===== config.mk =====
export PLATFORM = sky130hd
export DESIGN_NAME = lcd_power_sequencer
export DESIGN_NICKNAME = d
export VERILOG_FILES = /design/src/rtl/lcd_pkg.sv /design/src/rtl/lcd_bl_pwm.sv /design/src/rtl/lcd_power_sequencer.sv
export SDC_FILE = /design/constraint.sdc
export NUM_CORES = 1
export LEC_CHECK = 0
export ABC_AREA = 1
export BUFFER_PORTS_ARGS = -buffer_cell sky130_fd_sc_hd__buf_2
export CELL_PAD_IN_SITES_DETAIL_PLACEMENT = 0
export CELL_PAD_IN_SITES_GLOBAL_PLACEMENT = 1
export CORE_MARGIN = 2
export CORE_UTILIZATION = 47
export DETAILED_ROUTE_END_ITERATION = 7
export GPL_ROUTABILITY_DRIVEN = 1
export PLACE_DENSITY_LB_ADDON = 0.1
export SETUP_SLACK_MARGIN = 0.15
export SYNTH_ARGS = -nofsm -noshare
export SYNTH_HDL_FRONTEND = slang
export SYNTH_SLANG_ARGS = --single-unit
export TNS_END_PERCENT = 5

===== constraint.sdc =====
create_clock -name clk -period 7.45 [get_ports clk]
set_input_delay 1.49 -clock clk [delete_from_list [all_inputs] [get_ports clk]]
set_output_delay 1.49 -clock clk [all_outputs]
set_load 0.03 [all_outputs]

===== src/rtl/lcd_pkg.sv =====
// Shared state encoding, default delays and panel geometry for the LVDS panel
// power sequencer and the timing generator.
package lcd_pkg;

    typedef enum logic [2:0] {
        StOff        = 3'd0,
        StVddWait    = 3'd1,
        StVidWait    = 3'd2,
        StBlSync     = 3'd3,
        StRun        = 3'd4,
        StBlOffWait  = 3'd5,
        StVidOffWait = 3'd6,
        StCooldown   = 3'd7
    } lcd_state_e;

    localparam int unsigned TickDivDefault     = 72000;
    localparam int unsigned TVddVidDefault     = 20;
    localparam int unsigned TVidBlDefault      = 200;
    localparam int unsigned TBlVidDefault      = 200;
    localparam int unsigned TVidVddDefault     = 20;
    localparam int unsigned TOffMinDefault     = 500;
    localparam int unsigned PwmBitsDefault     = 8;
    localparam int unsigned PwmPrescaleDefault = 16;

    localparam int unsigned HActive = 1366;
    localparam int unsigned VActive = 768;
    localparam int unsigned HBlank  = 169;
    localparam int unsigned VBlank  = 12;
    localparam int unsigned HTotal  = HActive + HBlank;
    localparam int unsigned VTotal  = VActive + VBlank;

    function automatic int unsigned max2(input int unsigned a, input int unsigned b);
        return (a > b) ? a : b;
    endfunction

    function automatic logic vdd_on(input lcd_state_e s);
        return (s != StOff) && (s != StCooldown);
    endfunction

    function automatic logic video_on(input lcd_state_e s);
        return (s == StVidWait) || (s == StBlSync) || (s == StRun) || (s == StBlOffWait);
    endfunction

endpackage


===== src/rtl/lcd_bl_pwm.sv =====
// Backlight PWM: free-running prescaled counter, brightness latched at wrap and at
// RUN entry so a duty change never splits a period.
module lcd_bl_pwm #(
    parameter int unsigned PWM_BITS     = 8,
    parameter int unsigned PWM_PRESCALE = 16
) (
    input  logic                clk,
    input  logic                rst,
    input  logic                led_en_next,
    input  logic                run_entry,
    input  logic [PWM_BITS-1:0] brightness,
    output logic                led_pwm
);

    localparam int unsigned PW = (PWM_PRESCALE > 1) ? $clog2(PWM_PRESCALE) : 1;
    localparam logic [PW-1:0] PreLast = PW'(PWM_PRESCALE - 1);
    localparam logic [PWM_BITS-1:0] CntMax = '1;

    logic [PW-1:0]       pre_q, pre_d;
    logic [PWM_BITS-1:0] cnt_q, cnt_d;
    logic [PWM_BITS-1:0] lat_q, lat_d;
    logic                step;

    always_comb begin
        step  = (pre_q == PreLast);
        pre_d = step ? '0 : pre_q + 1'b1;
        cnt_d = step ? cnt_q + 1'b1 : cnt_q;
        lat_d = lat_q;
        if ((step && (cnt_q == CntMax)) || run_entry) begin
            lat_d = brightness;
        end
    end

    // Output is registered from next-state values so it lines up with led_en.
    always_ff @(posedge clk) begin
        if (rst) begin
            pre_q   <= '0;
            cnt_q   <= '0;
            lat_q   <= '0;
            led_pwm <= 1'b0;
        end else begin
            pre_q   <= pre_d;
            cnt_q   <= cnt_d;
            lat_q   <= lat_d;
            led_pwm <= led_en_next & ((lat_d == CntMax) | (cnt_d < lat_d));
        end
    end

endmodule


===== src/rtl/lcd_power_sequencer.sv =====
// LVDS panel power sequencer: VDD -> video -> backlight on the way up, reverse on
// the way down, with a sticky clock-loss fault and a minimum off time.
module lcd_power_sequencer
    import lcd_pkg::*;
#(
    parameter int unsigned TICK_DIV     = TickDivDefault,
    parameter int unsigned T_VDD_VID    = TVddVidDefault,
    parameter int unsigned T_VID_BL     = TVidBlDefault,
    parameter int unsigned T_BL_VID     = TBlVidDefault,
    parameter int unsigned T_VID_VDD    = TVidVddDefault,
    parameter int unsigned T_OFF_MIN    = TOffMinDefault,
    parameter int unsigned PWM_BITS     = PwmBitsDefault,
    parameter int unsigned PWM_PRESCALE = PwmPrescaleDefault
) (
    input  logic                clk,
    input  logic                rst,
    input  logic                enable,
    input  logic                pll_locked,
    input  logic                frame_start,
    input  logic [PWM_BITS-1:0] brightness,
    output logic                panel_vdd_en,
    output logic                video_en,
    output logic                led_en,
    output logic                led_pwm,
    output logic                ready,
    output logic                fault,
    output logic [2:0]          state
);

    localparam int unsigned TMax = max2(max2(max2(T_VDD_VID, T_VID_BL), max2(T_BL_VID,
                                       T_VID_VDD)), T_OFF_MIN);
    localparam int unsigned DW = (TMax > 0) ? $clog2(TMax + 1) : 1;
    localparam int unsigned TW = (TICK_DIV > 1) ? $clog2(TICK_DIV) : 1;
    localparam logic [TW-1:0] TickLast = TW'(TICK_DIV - 1);

    localparam logic [DW-1:0] LdVddVid = DW'(T_VDD_VID);
    localparam logic [DW-1:0] LdVidBl  = DW'(T_VID_BL);
    localparam logic [DW-1:0] LdBlVid  = DW'(T_BL_VID);
    localparam logic [DW-1:0] LdVidVdd = DW'(T_VID_VDD);
    localparam logic [DW-1:0] LdOffMin = DW'(T_OFF_MIN);

    lcd_state_e    state_q, state_d;
    logic [TW-1:0] tick_q;
    logic [DW-1:0] left_q;
    logic [DW-1:0] load_val;
    logic          load;
    logic          expired;
    logic          abort;
    logic          fault_d;
    logic          run_entry;

    always_comb begin
        // Last tick's final cycle, or a zero-length delay that expires on entry.
        expired  = (left_q == '0) || ((left_q == DW'(1)) && (tick_q == TickLast));
        abort    = ~enable | ~pll_locked;
        state_d  = state_q;
        load     = 1'b0;
        load_val = '0;

        unique case (state_q)
            StOff: begin
                if (enable && pll_locked && !fault) begin
                    state_d  = StVddWait;
                    load     = 1'b1;
                    load_val = LdVddVid;
                end
            end
            StVddWait: begin
                if (abort) begin
                    state_d  = StVidOffWait;
                    load     = 1'b1;
                    load_val = LdVidVdd;
                end else if (expired) begin
                    state_d  = StVidWait;
                    load     = 1'b1;
                    load_val = LdVidBl;
                end
            end
            StVidWait: begin
                if (abort) begin
                    state_d  = StVidOffWait;
                    load     = 1'b1;
                    load_val = LdVidVdd;
                end else if (expired) begin
                    state_d = StBlSync;
                end
            end
            StBlSync: begin
                if (abort) begin
                    state_d  = StVidOffWait;
                    load     = 1'b1;
                    load_val = LdVidVdd;
                end else if (frame_start) begin
                    state_d = StRun;
                end
            end
            StRun: begin
                if (abort) begin
                    state_d  = StBlOffWait;
                    load     = 1'b1;
                    load_val = LdBlVid;
                end
            end
            StBlOffWait: begin
                if (expired) begin
                    state_d  = StVidOffWait;
                    load     = 1'b1;
                    load_val = LdVidVdd;
                end
            end
            StVidOffWait: begin
                if (expired) begin
                    state_d  = StCooldown;
                    load     = 1'b1;
                    load_val = LdOffMin;
                end
            end
            StCooldown: begin
                if (expired) begin
                    state_d = StOff;
                end
            end
            default: state_d = StOff;
        endcase

        fault_d = fault;
        if (!pll_locked && (state_q != StOff) && (state_q != StCooldown)) begin
            fault_d = 1'b1;
        end else if ((state_q == StOff) && !enable) begin
            fault_d = 1'b0;
        end

        run_entry = (state_d == StRun) && (state_q != StRun);
    end

    always_ff @(posedge clk) begin
        if (rst) begin
            state_q      <= StOff;
            tick_q       <= '0;
            left_q       <= '0;
            fault        <= 1'b0;
            panel_vdd_en <= 1'b0;
            video_en     <= 1'b0;
            led_en       <= 1'b0;
            ready        <= 1'b0;
        end else begin
            state_q <= state_d;
            fault   <= fault_d;
            if (load) begin
                tick_q <= '0;
                left_q <= load_val;
            end else if (!expired) begin
                if (tick_q == TickLast) begin
                    tick_q <= '0;
                    left_q <= left_q - 1'b1;
                end else begin
                    tick_q <= tick_q + 1'b1;
                end
            end
            panel_vdd_en <= vdd_on(state_d);
            video_en     <= video_on(state_d);
            led_en       <= (state_d == StRun);
            ready        <= (state_d == StRun);
        end
    end

    assign state = state_q;

    lcd_bl_pwm #(
        .PWM_BITS    (PWM_BITS),
        .PWM_PRESCALE(PWM_PRESCALE)
    ) u_bl_pwm (
        .clk        (clk),
        .rst        (rst),
        .led_en_next(state_d == StRun),
        .run_entry  (run_entry),
        .brightness (brightness),
        .led_pwm    (led_pwm)
    );

endmodule


* Yosys cells after proc, flatten, opt, wreduce, memory -nomap -nowiden
Cells that the tools add are included.
Word-level totals: input port bits 13, flip-flop bits (word level) 54
Cells by class: magnitude comparators 1, eq/ne operators 20, add/sub/neg operators 4, reductions and logical operators 29, bitwise operators 5, mux-type cells 33
Operators with widths (number):
- $pmux W9 S6 | 1
- $mux W8 | 5
- $mux W9 | 4
- $mux W3 | 11
- $pmux W3 S8 | 1
- $eq A3 B3 Y1 const B | 6
- $add A17 B1 Y17 const B | 1
- $eq A17 B17 Y1 const B | 1
- $mux W17 | 1
- $eq A8 B8 Y1 const B | 2
- $mux W5 | 3
- $eq A3 B2 Y1 const B | 4
- $eq A9 B1 Y1 const B | 1
- $logic_and A1 B1 Y1 | 9
- $logic_not A9 Y1 | 1
- $ne A3 B3 Y1 const B | 3
- $sub A9 B1 Y9 const B | 1
- $add A8 B1 Y8 const B | 1
- $lt A8 B8 Y1 | 1
- $reduce_or A2 Y1 | 4
- $mux W1 | 6
- $reduce_bool A3 Y1 | 2
- $logic_or A1 B1 Y1 | 5
- $add A4 B1 Y4 const B | 1
- 12 further kinds | 17

* Logic depth before layout (Yosys ltp)
depth in word-level cells 13, mapped depth 28

* Cells and area by module
Synthesis repeated with hierarchy kept, for this count alone.
Second synthesis, totals: cell total of the unflattened synthesis 513, area, all modules 3520.9 um^2
By module, submodules not included:
- lcd_power_sequencer | area each 2377.3 um^2, seq. area each 660.6 um^2, cells each 358, times used 1
- lcd_bl_pwm | area each 1143.6 um^2, seq. area each 420.4 um^2, cells each 155, times used 1

* Least setup slack after synthesis
Ideal clock, no wire load.
path type in2reg, from in enable, to reg u_bl_pwm.led_pwm, data required time 7.384 ns, path slack 3.907 ns, data arrival time 3.477 ns, stages on the path 18, setup time 0.066 ns, path through nand2_1 o21ai_0 nand3_4 nor2_4 nand4_4 nand2_4 buf_12 mux2i_1 ha_1 nand2_1 inv_1 nand2_1 inv_1 nand2_1 nand2_1 nand2_1 nand2_1 a21oi_2
Between the ends: longest elaborated chain between the ends 11, elaborated cells on any way between the ends 18, those cells by class order compare (1); eq/ne (2); mux (7); bitwise (4); reduce/logical (4)
RTL lines:
- start: declaration | line lcd_power_sequencer.sv:17 | input logic enable,
- $not A1 Y1 / $logic_and A1 B1 Y1 (equally long branches) | line lcd_power_sequencer.sv:55, lcd_power_sequencer.sv:62
- $or A1 B1 Y1 / $logic_and A1 B1 Y1 (equally long branches) | line lcd_power_sequencer.sv:55, lcd_power_sequencer.sv:62
- $mux W3 (on tied branches)
- $pmux W3 S8 * | line lcd_power_sequencer.sv:60 | unique case (state_q)
- $eq A3 B3 Y1 * | line lcd_power_sequencer.sv:133, lcd_power_sequencer.sv:175
- $logic_and A1 B1 Y1 | line lcd_power_sequencer.sv:133 | run_entry = (state_d == StRun) && (state_q != StRun);
- $logic_or A1 B1 Y1 | line lcd_bl_pwm.sv:29 | if ((step && (cnt_q == CntMax)) || run_entry) begin
- $mux W8 | line lcd_bl_pwm.sv:29
- $lt A8 B8 Y1 / $eq A8 B8 Y1 (equally long branches) | line lcd_bl_pwm.sv:45 | led_pwm <= led_en_next & ((lat_d == CntMax) | (cnt_d < lat_d));
- $or A1 B1 Y1 | line lcd_bl_pwm.sv:45
- $and A1 B1 Y1 * | line lcd_bl_pwm.sv:45
- end signal: assignment | line lcd_bl_pwm.sv:45
- end: declaration | line lcd_bl_pwm.sv:12 | output logic led_pwm
Mark *: on every way between the ends. The rest lies on a longest branch, timed or not. A chain may end at the register's enable or synchronous reset.

* Final worst setup path
Same ends and word-level chain as after synthesis.

==> flow_metrics.py <==
metrics = {
    "status": {
        "status": "finished clean",
    },
    "finish": {
        "final_layout_size_suffix_gt1_frac": 0.135,
        "fin_nets": 482,
        "synthesis_to_finish_area_growth_pct": 7.81,
        "antennaDiodeCount": 0,
        "utilization": 0.523,
        "fill_cells": 657,
    },
    "power_and_ir_drop": {
        "p_leak_nw": 1.52,
        "pwr-share-seq": 0.338,
        "power.combinational.fraction": 0.504,
        "power.switching_fraction": 0.456,
        "cellPowerDensity_mw_per_mm2": 338,
        "vdd_drop_max_v": 0.000175,
        "report.power.total_mw": 1.11,
        "clock_power_share": 0.158,
        "switching_power_of_the_nets_mw": 0.508,
        "internal_power_mw": 0.606,
    },
    "global_route": {
        "number_of_antenna_violations_at_the_first_check_in_global_routing": 0,
        "grt_first_pass_wirelength_mm": 11.4,
        "first_global_vias": 2592,
        "gr-usage-all-layers": 0.190,
        "maximum_number_of_pins_on_one_net_before_global_route_repair": 22,
        "grt_residual_overflow": 0,
    },
    "sta": {
        "clock_skew_ns": 0.0107,
        "post-route-period-util": 0.478,
        "final_report_setup_violation_count": 0,
        "finalHoldViolCount": 0,
        "maxSlewViolCount": 0,
        "period_minus_slack_ns": 3.56,
        "peak_clock_frequency_supported_by_timing_mhz": 281,
        "aggregate_negative_setup_slack_ns": 0,
        "worst-slew-pin-transition_ns": 0.431,
        "unrepaired_setup_endpoints_after_global_routing": "no",
        "maxSlewHeadroom": 0.713,
    },
    "synth": {
        "synth-main-ff-cell": "dfxtp_1",
        "postSynthCellCount": 437,
        "ys_warn_count": 0,
        "synth.top_cells.by_area": "dfxtp_1 35%, nand2_1 9.6%, nor2_1 7.8%",
        "async_flop_share": 0,
        "synth-edff-count": 0,
        "synth-seq-area-share": 0.353,
        "yosys.area.top_type": "dfxtp_1",
        "number_of_storage_elements_in_the_synthesis_netlist": 54,
        "synth.avg_cell_area_um2": 7.00,
        "syn_nets": 462,
        "synth_cell_type_count": 42,
        "netlist_top_cells_count": "78 x nand2_1, 64 x nor2_1, 59 x inv_1",
        "yosys.area.top_type_share": 0.353,
        "synthesis.area_mm2": 0.00306,
        "synth.most_common_cell": "nand2_1",
    },
    "setup_path": {
        "reg2regPathDepth": 24,
        "critPathArrivalTime_ns": 3.80,
        "setup.reg_to_reg.worst_slack_ns": 4.20,
        "critPathRequiredTime_ns": 7.70,
        "start_kind": "input pin",
        "timing.critical_path.fanout_max": 14,
        "crit_path_start": "enable",
        "worstSetupPathType": "input pin to register",
        "launch_point_of_the_worst_reg_to_reg_path": "left_q[0]$_SDFFE_PP0P_",
        "crit_end": "u_bl_pwm.led_pwm$_SDFF_PP0_",
        "reg2reg_end": "u_bl_pwm.led_pwm$_SDFF_PP0_",
        "endpoint_kind": "register",
    },
    "worst_hold_path": {
        "hold-path-cell-count": 1,
        "min_path_type": "register to register",
    },
    "job": {
        "maxCapViolCount": 0,
    },
    "routing": {
        "drtIter0Drc": 107,
        "dr_drc_count": 0,
        "ant_nets": 0,
        "num_vias": 2669,
        "number_of_vias_per_cell": 4.99,
        "wl_per_cell_um": 11.9,
        "drt_pass1_iterations": 4,
        "drt-total-wl_mm": 6.37,
    },
    "clock_tree": {
        "clock_tree.root_cell": "clkbuf_8",
        "clk_pin_slew_worst_paths_ns": 0.10,
        "worstSkewPairLatency_ns": 0.31,
        "cts_num_sinks": 54,
        "postCtsSetupBuffers": 0,
        "tritoncts.num_buffers": 5,
        "post_cts_resize_count": 0,
        "clk_path_buf_depth": 2,
        "cts_hold_repair.buffers": 0,
        "tritoncts": "done",
        "cts_max_level": 2,
    },
    "floorplan": {
        "core_area_mm2": 0.00631,
        "std_cell_rows": 29,
        "die_w_um": 84.7,
        "boundaryPins": 22,
        "die-area_mm2": 0.00717,
        "initial_utilization": 0.485,
        "chipHeight_um": 84.7,
    },
    "placed_design": {
        "routabilityCongestion": 0.836,
        "detailedPlacementHpwl_mm": 4.89,
        "placement.io_buffers": 21,
    },
}
==> power groups by stage <==
stage | registers [mW] | clock network (mW) | logic, mW
3_3_place_gp | 0.383 | 0 | 0.558
5_1_grt | 0.384 | 0.194 | 0.639
6_report | 0.376 | 0.176 | 0.562
4_1_cts | 0.376 | 0.182 | 0.564
2_1_floorplan | 0.404 | 0 | 0.441
3_5_place_dp | 0.383 | 0 | 0.559
==> per-layer routing <==
metal | GRT usage | up-vias | share of wire
met3 | 0.0295 | 4 | 0.020
li1 | - | 1445 | -
met5 | 0 | - | 0
met2 | 0.331 | 40 | 0.47
met1 | 0.246 | 1180 | 0.50
met4 | 0.0476 | 0 | 0.0074
==> worst min path at each step <==
| stage | from | end |
|---|---|---|
| after detailed placement | u_bl_pwm.pre_q[0]$_SDFF_PP0_ | u_bl_pwm.pre_q[0]$_SDFF_PP0_ |
| final | u_bl_pwm.pre_q[0]$_SDFF_PP0_ | u_bl_pwm.pre_q[0]$_SDFF_PP0_ |
| after floorplan | u_bl_pwm.pre_q[0]$_SDFF_PP0_ | u_bl_pwm.pre_q[0]$_SDFF_PP0_ |
| after CTS | u_bl_pwm.pre_q[0]$_SDFF_PP0_ | u_bl_pwm.pre_q[0]$_SDFF_PP0_ |
| after global placement | u_bl_pwm.pre_q[0]$_SDFF_PP0_ | u_bl_pwm.pre_q[0]$_SDFF_PP0_ |
| after global routing | u_bl_pwm.pre_q[0]$_SDFF_PP0_ | u_bl_pwm.pre_q[0]$_SDFF_PP0_ |
==> cells by family (layout without fill, tap and decap cells) <==
family,after synthesis,in the layout,share of synthesized area
flops,54,54,0.353
buf+inv,77,98,0.103
compound gates,62,62,0.115
xor+xnor,12,12,0.0343
mux,2,2,0.00654
simple gates,218,218,0.339
fa+ha+maj,12,12,0.0491
==> cell type report <==
class,instances,area (um2),area share
clock buffers,7,86.3,0.0262
clock inverters,1,8.76,0.00265
inverters,69,259,0.0785
multi-input cells,306,1660,0.504
flip-flops and latches,54,1080,0.328
well taps,77,96.3,0.0292
repair buffers,21,105,0.0319
==> registers in the layout, indices dropped and copies added, names as in the netlist <==
name,count
fault,1
left_q,9
panel_vdd_en,1
ready,1
state,3
tick_q,17
u_bl_pwm.cnt_q,8
u_bl_pwm.lat_q,8
u_bl_pwm.led_pwm,1
u_bl_pwm.pre_q,4
video_en,1
==> worst max-delay path: stages <==
cell and delay (ns):
buf_2 0.09, nand2_1 0.14, o21ai_0 0.36, nand3_4 0.13, nor2_4 0.17, nand4_4 0.14, nand2_4 0.18, mux2i_1 0.32
ha_1 0.30, nand2_1 0.07, inv_1 0.03, nand2_1 0.05, inv_1 0.03, nand2_1 0.04, nand2_1 0.04, nand2_1 0.05
nand2_1 0.06, a21oi_2 0.11
==> layout by cell type (no fill, tap or decap), types with 2 or more instances in the layout <==
master / Yosys / final
a21oi_1: 32 / 32
a21oi_2: 2 / 2
buf_2: 0 / 21
clkbuf_8: 0 / 6
dfxtp_1: 54 / 54
ha_1: 12 / 12
inv_1: 59 / 59
inv_2: 9 / 9
mux2i_1: 2 / 2
nand2_1: 78 / 78
nand2_2: 3 / 3
nand2_4: 4 / 4
nand3_1: 26 / 26
nand4_1: 10 / 10
nor2_1: 64 / 64
nor2_2: 4 / 4
nor2_4: 4 / 4
nor3_1: 12 / 12
nor3b_1: 3 / 3
o21a_1: 3 / 3
o21ai_0: 15 / 15
o21ai_1: 2 / 2
o21ai_2: 2 / 2
or2_2: 3 / 3
xnor2_1: 2 / 2
xor2_1: 10 / 10
==> per-stage QoR <==
stage | hold slack [ns] | worst slack [ns] | instance area (um2) | cells
final | 0.445 | 3.89 | 3300 | 535
after global routing | 0.487 | 3.66 | 3300 | 535
after CTS | 0.452 | 3.91 | 3300 | 535
after detailed placement | 0.436 | 3.61 | 3200 | 527
after global placement | 0.433 | 3.70 | 3200 | 527
after floorplan | 0.418 | 3.91 | 3060 | 437
Note: power is estimated with default switching activity, not from simulation.
